==> config.mk <==
export PLATFORM = sky130hd
export DESIGN_NAME = shift_mac_sequencer
export DESIGN_NICKNAME = d
export VERILOG_FILES = /design/src/rtl/shift_mac_pkg.sv /design/src/rtl/shift_mac_acc_pipe.sv /design/src/rtl/shift_mac_sequencer.sv
export SDC_FILE = /design/constraint.sdc
export NUM_CORES = 1
export LEC_CHECK = 0
export ABC_AREA = 1
export ABC_CLOCK_PERIOD_IN_PS = 3830
export BUFFER_PORTS_ARGS = -buffer_cell sky130_fd_sc_hd__buf_2
export CAP_MARGIN = 20
export CORE_AREA = 2 2 115 117
export CTS_CLUSTER_DIAMETER = 120
export CTS_CLUSTER_SIZE = 14
export DETAILED_ROUTE_END_ITERATION = 12
export DIE_AREA = 0 0 117 119
export PLACE_DENSITY = 0.71
export SLEW_MARGIN = 20
export SYNTH_ARGS = -nofsm -noshare
export SYNTH_HDL_FRONTEND = slang
export SYNTH_SLANG_ARGS = --single-unit
==> constraint.sdc <==
create_clock -name clk -period 3.83 [get_ports clk]
set_input_delay 1.149 -clock clk [delete_from_list [all_inputs] [get_ports clk]]
set_output_delay 1.149 -clock clk [all_outputs]
set_load 0.02 [all_outputs]
==> src/rtl/shift_mac_pkg.sv <==
// Shared types, constants and helpers for the shift-MAC sequencer.
package shift_mac_pkg;

  typedef enum logic [1:0] {
    IDLE  = 2'd0,
    RUN   = 2'd1,
    DRAIN = 2'd2,
    DONE  = 2'd3
  } state_e;

  localparam int unsigned W_MAG_MSB  = 2;
  localparam int unsigned W_SIGN_BIT = 3;
  localparam int unsigned PROD_W     = 32;

  // Magnitude zero means no contribution; code 8 is "negative zero".
  function automatic logic is_zero_weight(input logic [W_SIGN_BIT:0] w);
    return (w[W_MAG_MSB:0] == '0);
  endfunction

endpackage

==> src/rtl/shift_mac_acc_pipe.sv <==
// Fetch/PE valid pipeline, product accumulator and skip counter.
module shift_mac_acc_pipe
  import shift_mac_pkg::*;
#(
  parameter int unsigned LEN_W = 8,
  parameter int unsigned ACC_W = 32
) (
  input  logic             clk,
  input  logic             reset,
  input  logic             clear,
  input  logic             rd_en,
  input  logic             sh_skip,
  input  logic [ACC_W-1:0] sh_product,
  output logic             fetch_valid,
  output logic [ACC_W-1:0] acc,
  output logic [LEN_W-1:0] skip_count
);

  logic acc_valid;

  // Track each element from read strobe to PE output, then fold it in.
  always_ff @(posedge clk or posedge reset) begin
    if (reset) begin
      fetch_valid <= 1'b0;
      acc_valid   <= 1'b0;
      acc         <= '0;
      skip_count  <= '0;
    end else begin
      fetch_valid <= rd_en;
      acc_valid   <= fetch_valid;
      if (clear) begin
        acc        <= '0;
        skip_count <= '0;
      end else if (acc_valid) begin
        if (sh_skip) begin
          skip_count <= skip_count + LEN_W'(1);
        end else begin
          acc <= acc + sh_product;
        end
      end
    end
  end

endmodule

==> src/rtl/shift_mac_sequencer.sv <==
// Sequences one log-quantized dot-product job through a shift-based PE.
module shift_mac_sequencer
  import shift_mac_pkg::*;
#(
  parameter int unsigned LEN_W  = 8,
  parameter int unsigned ADDR_W = 8,
  parameter int unsigned ACC_W  = 32
) (
  input  logic              clk,
  input  logic              reset,
  input  logic              i_start,
  input  logic [LEN_W-1:0]  i_len,
  input  logic [ADDR_W-1:0] i_base_addr,
  output logic              o_busy,
  output logic              o_rd_en,
  output logic [ADDR_W-1:0] o_rd_addr,
  input  logic [3:0]        i_w_data,
  input  logic [7:0]        i_a_data,
  output logic              o_sh_skip,
  output logic [3:0]        o_sh_weight,
  output logic [7:0]        o_sh_activation,
  input  logic [ACC_W-1:0]  i_sh_bit_shifted,
  input  logic              i_sh_skip,
  output logic              o_result_valid,
  input  logic              i_result_ready,
  output logic [ACC_W-1:0]  o_result,
  output logic [LEN_W-1:0]  o_skip_count
);

  state_e            state_q, state_d;
  logic [LEN_W-1:0]  len_q, len_d;
  logic [LEN_W-1:0]  cnt_q, cnt_d;
  logic              drain_q, drain_d;
  logic              rd_en_d;
  logic [ADDR_W-1:0] addr_d;
  logic              clear_c;
  logic              fetch_valid;

  // Next-state, read-address generation and job-start clear.
  always_comb begin
    state_d = state_q;
    len_d   = len_q;
    cnt_d   = cnt_q;
    drain_d = drain_q;
    rd_en_d = 1'b0;
    addr_d  = o_rd_addr;
    clear_c = 1'b0;
    unique case (state_q)
      IDLE: begin
        if (i_start) begin
          clear_c = 1'b1;
          len_d   = i_len;
          if (i_len != '0) begin
            state_d = RUN;
            rd_en_d = 1'b1;
            addr_d  = i_base_addr;
            cnt_d   = '0;
          end else begin
            state_d = DONE;
          end
        end
      end
      RUN: begin
        if (cnt_q == len_q - LEN_W'(1)) begin
          state_d = DRAIN;
          drain_d = 1'b0;
        end else begin
          rd_en_d = 1'b1;
          addr_d  = o_rd_addr + ADDR_W'(1);
          cnt_d   = cnt_q + LEN_W'(1);
        end
      end
      DRAIN: begin
        if (drain_q) begin
          state_d = DONE;
        end else begin
          drain_d = 1'b1;
        end
      end
      DONE: begin
        if (i_result_ready) begin
          state_d = IDLE;
        end
      end
      default: state_d = IDLE;
    endcase
  end

  // State register and registered control outputs.
  always_ff @(posedge clk or posedge reset) begin
    if (reset) begin
      state_q        <= IDLE;
      len_q          <= '0;
      cnt_q          <= '0;
      drain_q        <= 1'b0;
      o_rd_en        <= 1'b0;
      o_rd_addr      <= '0;
      o_busy         <= 1'b0;
      o_result_valid <= 1'b0;
    end else begin
      state_q        <= state_d;
      len_q          <= len_d;
      cnt_q          <= cnt_d;
      drain_q        <= drain_d;
      o_rd_en        <= rd_en_d;
      o_rd_addr      <= addr_d;
      o_busy         <= (state_d != IDLE);
      o_result_valid <= (state_d == DONE);
    end
  end

  // Buffer data goes straight to the PE; idle slots force skip so the PE holds.
  always_comb begin
    o_sh_skip       = !fetch_valid || is_zero_weight(i_w_data);
    o_sh_weight     = fetch_valid ? i_w_data : 4'd0;
    o_sh_activation = fetch_valid ? i_a_data : 8'd0;
  end

  shift_mac_acc_pipe #(
    .LEN_W (LEN_W),
    .ACC_W (ACC_W)
  ) u_acc_pipe (
    .clk         (clk),
    .reset       (reset),
    .clear       (clear_c),
    .rd_en       (o_rd_en),
    .sh_skip     (i_sh_skip),
    .sh_product  (i_sh_bit_shifted),
    .fetch_valid (fetch_valid),
    .acc         (o_result),
    .skip_count  (o_skip_count)
  );

endmodule
* Yosys cells after proc, flatten, opt, wreduce, memory -nomap -nowiden *
Index checks and enable logic that the tools add are counted.

storage, ports and cells
  register bits after elaboration = 72
  input port bits = 65
  output and inout bits = 64
  logic and storage cells = 72

operators by class
  $add $sub $neg = 5
  eq/ne operators = 10
  muxes and demuxes = 30
  reduce and logical (&&, ||, !) cells = 15

operators with widths
  cell                                                   number
  two-way mux 32 bit                                     3
  two-way mux 8 bit                                      10
  adder 32 bit                                           1
  case mux 8 bit (2 select lines)                        2
  adder 8 x 1 -> 8 bit, second input constant            3
  two-way mux 2 bit                                      5
  nonzero test 2 bit                                     5
  equality test 8 bit                                    1
  inequality test 2 bit, second input constant           4
  case mux 2 bit (4 select lines)                        1
  AND reduction 2 bit                                    4
  nonzero test 8 bit                                     1
  subtractor 8 x 1 -> 8 bit, second input constant       1
  equality test 2 bit, second input constant             3
  two-way mux 1 bit                                      6
  two-way mux 4 bit                                      1
  case mux 1 bit (2 select lines)                        2
  AND reduction 4 bit                                    1
  logical NOT 3 bit                                      1
  equality test 2 x 1 -> 1 bit, second input constant    1
  logical NOT 2 bit                                      1
  inequality test 2 x 1 -> 1 bit, second input constant  1
  logical NOT 1 bit                                      1
  logical OR 1 bit                                       1

* Longest topological paths before layout *
Gate-level depths: netlist (run 1).

  depth in word-level cells = 5
  gate-level depth with buffers = 15
  gate-level depth less buffers = 14

* Cells and area by module *
Synthesis (run 1) repeated with hierarchy kept, for this count alone.

unflattened totals
  cells, all modules = 987
  area, all modules = 6025.8 µm²

by module, submodules not included
  module               times used  cells each  area an instance (µm²)  seq. area each (µm²)
  shift_mac_acc_pipe   1           677         4000.1                  1051.0
  shift_mac_sequencer  1           310         2025.7                  750.7

* Worst setup path before layout (run 1) *
No wires, ideal clock.

  path kind = input to output
  from = in i_w_data[2]
  to = out o_sh_skip
  arrival time = 1826 ps
  data required time = 2681 ps
  slack = 855 ps
  stages on the path = 3
  path buffers = 0
  path through = nand2_1 -> inv_1 -> nor3_1

on the way
  cells in the longest elaborated chain, start to end = 2

ends and longest elaborated chain
  item               RTL line                    text
  start, declared    shift_mac_sequencer.sv:17   input logic [3:0] i_w_data,
  logical NOT 3 bit  shift_mac_pkg.sv:17         return (w[W_MAG_MSB:0] == '0);
  logical OR 1 bit   shift_mac_sequencer.sv:114  o_sh_skip = !fetch_valid || is_zero_weight(i_w_data);
  end, declared      shift_mac_sequencer.sv:19   output logic o_sh_skip,

No other way between the ends.

* Worst setup path in the final report (run 1) *
Same ends and word-level chain as after synthesis.

==> impl_metrics.tcl, run 1 <==
set metrics [dict create \
    drive_above_1_share 0.1624 \
    drt-wirelength-per-cell_um 12.92 \
    first_pass_iters 6 \
    fin_skew_ns 0.008245 \
    synth_area_mm2 0.005617 \
    cts-resized-gates 0 \
    cts-buffers-inserted 9 \
    hold_buffers 0 \
    placed_cell_area_mm2 0.006449 \
    start_util 0.4362 \
    p_per_area_mw_per_mm2 791.5 \
    seq_area_frac_synth 0.3208 \
    numPortBuffers 128 \
    ant_nets 0 \
    worstPathMaxFanout 2 \
    cts_tree "built" \
    ys_warn_count 0 \
    worstSetupStartpointType "input pin" \
    leakagePower_nw 3.902 \
    crit_slowest_cell "buf_2" \
    wirelength_um 15250 \
    p_total_mw 5.311 \
    synth_cell_types 39 \
    worst_pin_slew_ns 0.8761 \
    post_cts_buffers 0 \
    synth_edf_count 0 \
    syn_inst 871 \
    io_pins 129 \
    postLayoutCoreUtil 0.5212 \
    gp_congestion 0.9709 \
    syn_avg_cell_area_um2 6.448 \
    setup_viol 0 \
    cpPeakStageDelay_ns 0.19 \
    ys_seq_elements 72 \
    status "finished clean" \
    setup_tns_ns 0 \
    hpwl_um 11640 \
    hold_viol_final 0 \
    async_flop_share 1.000 \
    cts_sinks 72 \
    die-area_mm2 0.01392 \
    vdd.ir_drop.worst_mv 0.2941 \
    vias 5852 \
    synth_fp_nets 972 \
    fin_area_mm2 0.006710 \
    n_antenna_cell 0 \
    stdcell_count 1180 \
    fin_hold_ws_ns 0.3695 \
    critical_path.cell_chain "buf_2, nand2_1, inv_1, nor3_1, buf_2" \
    worst-setup-path-type "input pin to primary output" \
    cts.clk_slew.worst_paths_ns 0.06 \
    post-route-min-period_ns 2.862 \
    htree_levels 3 \
    grt_max_degree 54 \
    num_rows 42 \
    setup_ws_ns 0.9683 \
    cap_violations 0 \
    rsz0062_at_grt "no" \
    synthFlopType "dfrtp_1" \
    hp-class "flip-flop to flip-flop" \
    slew_headroom 0.4158 \
    fin_crit_sh 0.7472 \
    worst-path-buf-inv 3 \
    end_kind "primary output" \
    grt.overflow.total 0 \
    placedCellCount 1166 \
    fmax_mhz 349.4 \
    area.growth.synth_to_final_pct 19.47 \
    fin_nets 1102 \
    coreArea_mm2 0.01287 \
    cts_max_path_buffers 2 \
    drtIter0Drc 386 \
    dieWidth_um 117 \
    crit_family "buffers and inverters" \
    via_per_inst 4.959 \
    place_ws_ns 0.6972 \
    grt_pass1_vias 5241 \
    clock-root-buffer "clkbuf_16" \
    drc_errors 0 \
    grt_antenna_before_repair 0 \
    required_ns 2.68 \
    clock_latency_ns 0.35 \
    cp_data_arrival_time_ns 1.71 \
    gr-usage-all-layers 0.2270 \
    cp_common_cell "buf_2" \
    die_h_um 119 \
    grt_pass1_wl_um 24990 \
    drv_slew 0 \
]
[cell type report]
cell class | count | area, um^2
multi-input combinational | 655 | 3261
inverter | 130 | 488.0
clock inverter | 4 | 32.53
fill | 1309 | 6165
sequential | 72 | 1802
tap | 176 | 220.2
clock buffer | 10 | 229.0
timing repair buffer | 133 | 678.2
[layout by cell type (no fill, tap or decap), drive strengths merged, types with 2 or more instances in the layout]
cell	n
and2	2
or2	3
nor3b	2
xnor2	7
nand4	12
nand2	315
o21ai	57
xor2	11
o21bai	5
inv	131
clkinvlp	2
nor3	3
nor2	72
nand3	69
dfrtp	72
buf	133
ha	35
clkbuf	10
a21oi	52
nand3b	2
[state kept, by name, indices dropped and copies added, names as in the netlist]
name                    cells
drain_q                     1
o_busy                      1
u_acc_pipe.acc_valid        1
u_acc_pipe.skip_count       8
o_rd_addr                   8
cnt_q                       8
u_acc_pipe.acc             32
u_acc_pipe.fetch_valid      1
len_q                       8
o_result_valid              1
state_q                     2
o_rd_en                     1
[path summary, 6_finish.rpt]
path                                        start                        to  slack [ns]  cells after the start
worst max-delay path                  i_w_data[2]                 o_sh_skip        0.97                      5
worst min-delay path                      o_rd_en    u_acc_pipe.fetch_valid        0.37                      0
worst max register to register  u_acc_pipe.acc[0]        u_acc_pipe.acc[18]        1.52                     13
worst min register to register            o_rd_en    u_acc_pipe.fetch_valid        0.37                      0
max in group asynchronous                   reset  u_acc_pipe.skip_count[5]        2.09                      4
min in group asynchronous                   reset        u_acc_pipe.acc[26]        1.00                      3
[synthesized netlist by cell type (all sizes together), types with 2 or more instances]
master	number	area, um^2
xor2	11	103.9
xnor2	7	61.31
nand3b	2	15.01
nor3	3	15.01
ha	35	437.9
nor2	72	285.3
nand2	315	1200
and2	2	12.51
clkbuf	10	37.54
nand4	12	75.07
buf	4	28.78
dfrtp	72	1802
nor3b	2	15.01
or2	3	18.77
a21oi	52	260.3
nand3	69	365.4
o21ai	57	289.0
inv	130	488.0
o21bai	5	37.54
[cells by family (layout without fill, tap and decap cells)]
| kind of cell | Yosys count | count (layout) | share of synthesized area |
|---|---|---|---|
| flip-flops | 72 | 72 | 0.3208 |
| adder cells (fa/ha/maj) | 36 | 36 | 0.08153 |
| AO/OA/AOI/OAI | 119 | 119 | 0.1109 |
| buffers and inverters | 144 | 277 | 0.09869 |
| XOR/XNOR | 18 | 18 | 0.02941 |
| AND/OR/NAND/NOR | 482 | 482 | 0.3587 |
[where the power goes]
| part | switching [mW] | total [mW] | leakage, nW | internal [mW] |
|---|---|---|---|---|
| Clock | 0.352 | 0.787 | 0.121 | 0.435 |
| Combinational | 2.07 | 3.13 | 2.88 | 1.06 |
| Sequential | 0.320 | 1.39 | 0.904 | 1.07 |
[routing by layer]
layer  GRT usage  share of wire  up-vias
met5           0              0        -
met4     0.06912          0.019        0
met3     0.05038          0.072       20
met2      0.3302           0.41      187
met1      0.3352           0.50     2626
li1            -              -     3019
No activity file was read; power rests on OpenSTA's default activity.
==> inputs of run 2 (changes only) <==
--- a/config.mk
+++ b/config.mk
@@ -6,7 +6,7 @@
 export NUM_CORES = 1
 export LEC_CHECK = 0
 export ABC_AREA = 1
-export ABC_CLOCK_PERIOD_IN_PS = 3830
+export ABC_CLOCK_PERIOD_IN_PS = 2900
 export BUFFER_PORTS_ARGS = -buffer_cell sky130_fd_sc_hd__buf_2
 export CAP_MARGIN = 20
 export CORE_AREA = 2 2 115 117
==> constraint.sdc (replaced) <==
create_clock -name clk -period 2.9 [get_ports clk]
set_input_delay 0.87 -clock clk [delete_from_list [all_inputs] [get_ports clk]]
set_output_delay 0.87 -clock clk [all_outputs]
set_load 0.02 [all_outputs]
==> run 2 against run 1 <==
Effect of this change:
- first-iteration DRC count decreased by 4.7%
- final area rose by 1.2%
- via count fell by 0.15%
- largest power group unchanged
- power rose by 33%
==> impl_metrics.tcl, run 2 (synthesized netlist as in run 1, its figures left out) <==
set metrics [dict create \
    die_h_um 119 \
    hold_buffers 0 \
    grt_pass1_vias 5447 \
    top_layer "met4" \
    gp_congestion 0.9621 \
    fillers 1350 \
    grt_pass1_wl_um 25410 \
    worst-setup-path-type "input pin to flip-flop" \
    vdd.ir_drop.worst_mv 0.4624 \
    rsz0062_at_grt "no" \
    n_antenna_cell 0 \
    drc_errors 0 \
    postLayoutCoreUtil 0.5273 \
    io_pins 129 \
    fin_skew_ns 0.006487 \
    die-area_mm2 0.01392 \
    dr_wl_met3_um 1005 \
    clock_latency_ns 0.35 \
    multi_input_area_mm2 0.003261 \
    hpwl_um 12030 \
    largest_reg_flops 32 \
    htree_levels 3 \
    cts_max_path_buffers 2 \
    drt-wirelength-per-cell_um 12.78 \
    cp_data_arrival_time_ns 2.75 \
    num_rows 42 \
    clock-root-buffer "clkbuf_16" \
    coreArea_mm2 0.01287 \
    drv_slew 0 \
    drive_above_1_share 0.1688 \
    p_per_area_mw_per_mm2 1041 \
    route.met2.wl_um 6598 \
    status "finished clean" \
    worst_pin_slew_ns 0.7578 \
    dieWidth_um 117 \
    wirelength_um 15200 \
    regMostFlops "u_acc_pipe.acc" \
    worstPathMaxFanout 5 \
    drt-met1-wl_um 7362 \
    drtIter0Drc 368 \
    gr-usage-all-layers 0.2290 \
    cts_sinks 72 \
    fin_crit_sh 0.8657 \
    hp-class "flip-flop to flip-flop" \
    post_cts_buffers 0 \
    first_pass_iters 5 \
    numPortBuffers 128 \
    cts-resized-gates 0 \
    start_util 0.4362 \
    setup_viol 0 \
    fin_hold_ws_ns 0.3720 \
    end_kind "flip-flop" \
    via_per_inst 4.914 \
    cts-buffers-inserted 9 \
    cap_violations 0 \
    slew_headroom 0.4947 \
    hold_viol_final 0 \
    grt_antenna_before_repair 0 \
    area.sequential_mm2 0.001802 \
    grt_max_degree 37 \
    worstSetupStartpointType "input pin" \
    vias 5843 \
    cts_tree "built" \
    fmax_mhz 398.3 \
    cts.clk_slew.worst_paths_ns 0.06 \
    final_common_cell "nand2_1" \
    leakagePower_nw 3.948 \
    ant_nets 0 \
    area.growth.synth_to_final_pct 20.87 \
    mostFrequentLayoutCells "nand2_1, inv_1, buf_2" \
    required_ns 3.14 \
    grt.overflow.total 0 \
    post-route-min-period_ns 2.511 \
    fin_nets 1109 \
    setup_tns_ns 0 \
]
-- run 2: cell count changes in the layout (fill, tap and decap cells not counted), sizes merged --
cell,change
buf,+7
clkbuf,+2
-- run 2: power breakdown --
part | internal, mW | switching, mW | total, mW
Clock | 0.605 | 0.461 | 1.07
Sequential | 1.42 | 0.424 | 1.84
Combinational | 1.44 | 2.73 | 4.16
-- run 2: routing by layer --
layer | track usage | vias up
li1 | - | 3038
met1 | 0.3227 | 2612
met2 | 0.3512 | 174
met3 | 0.05191 | 19
met4 | 0.06618 | 0
met5 | 0 | -
-- run 2: final timing paths --
path	startpoint	to	slack, ns	cells after the start
worst max-delay path	i_sh_bit_shifted[0]	u_acc_pipe.acc[18]	0.39	14
worst min-delay path	o_rd_en	u_acc_pipe.fetch_valid	0.37	0
worst max register to register	u_acc_pipe.acc[0]	u_acc_pipe.acc[18]	0.61	13
worst min register to register	o_rd_en	u_acc_pipe.fetch_valid	0.37	0
max in group asynchronous	reset	len_q[7]	1.60	4
min in group asynchronous	reset	u_acc_pipe.acc[28]	0.53	2
-- run 2: area by class of cell --
cell class,instances,area share
Multi-Input combinational cell,655,0.4803
Sequential cell,72,0.2654
Timing Repair Buffer,140,0.1095
Inverter,130,0.07188
Clock buffer,12,0.03631
Tap cell,176,0.03244
Clock inverter,4,0.004239
-- run 2: worst max-delay path, stage by stage --
cell,delay (ns)
buf_2,0.08
ha_1,0.17
inv_1,0.07
fa_1,0.42
o21ai_1,0.34
nand2_1,0.08
nand2_1,0.10
nand2_1,0.06
nand2_1,0.21
nand2_1,0.11
nand2_1,0.08
nand2_1,0.04
nand3_1,0.06
nand2_1,0.05
-- run 2: through the flow --
step | total power [mW] | cells | setup slack, ns | cell area [um^2]
3_5_place_dp | 5.996 | 1173 | 0.08237 | 6514
2_1_floorplan | 4.812 | 871 | 0.2051 | 5617
5_1_grt | 7.779 | 1189 | 0.2678 | 6789
4_1_cts | 7.078 | 1189 | 0.4400 | 6789
6_report | 7.069 | 1189 | 0.3895 | 6789
3_3_place_gp | 5.946 | 1173 | 0.1172 | 6514
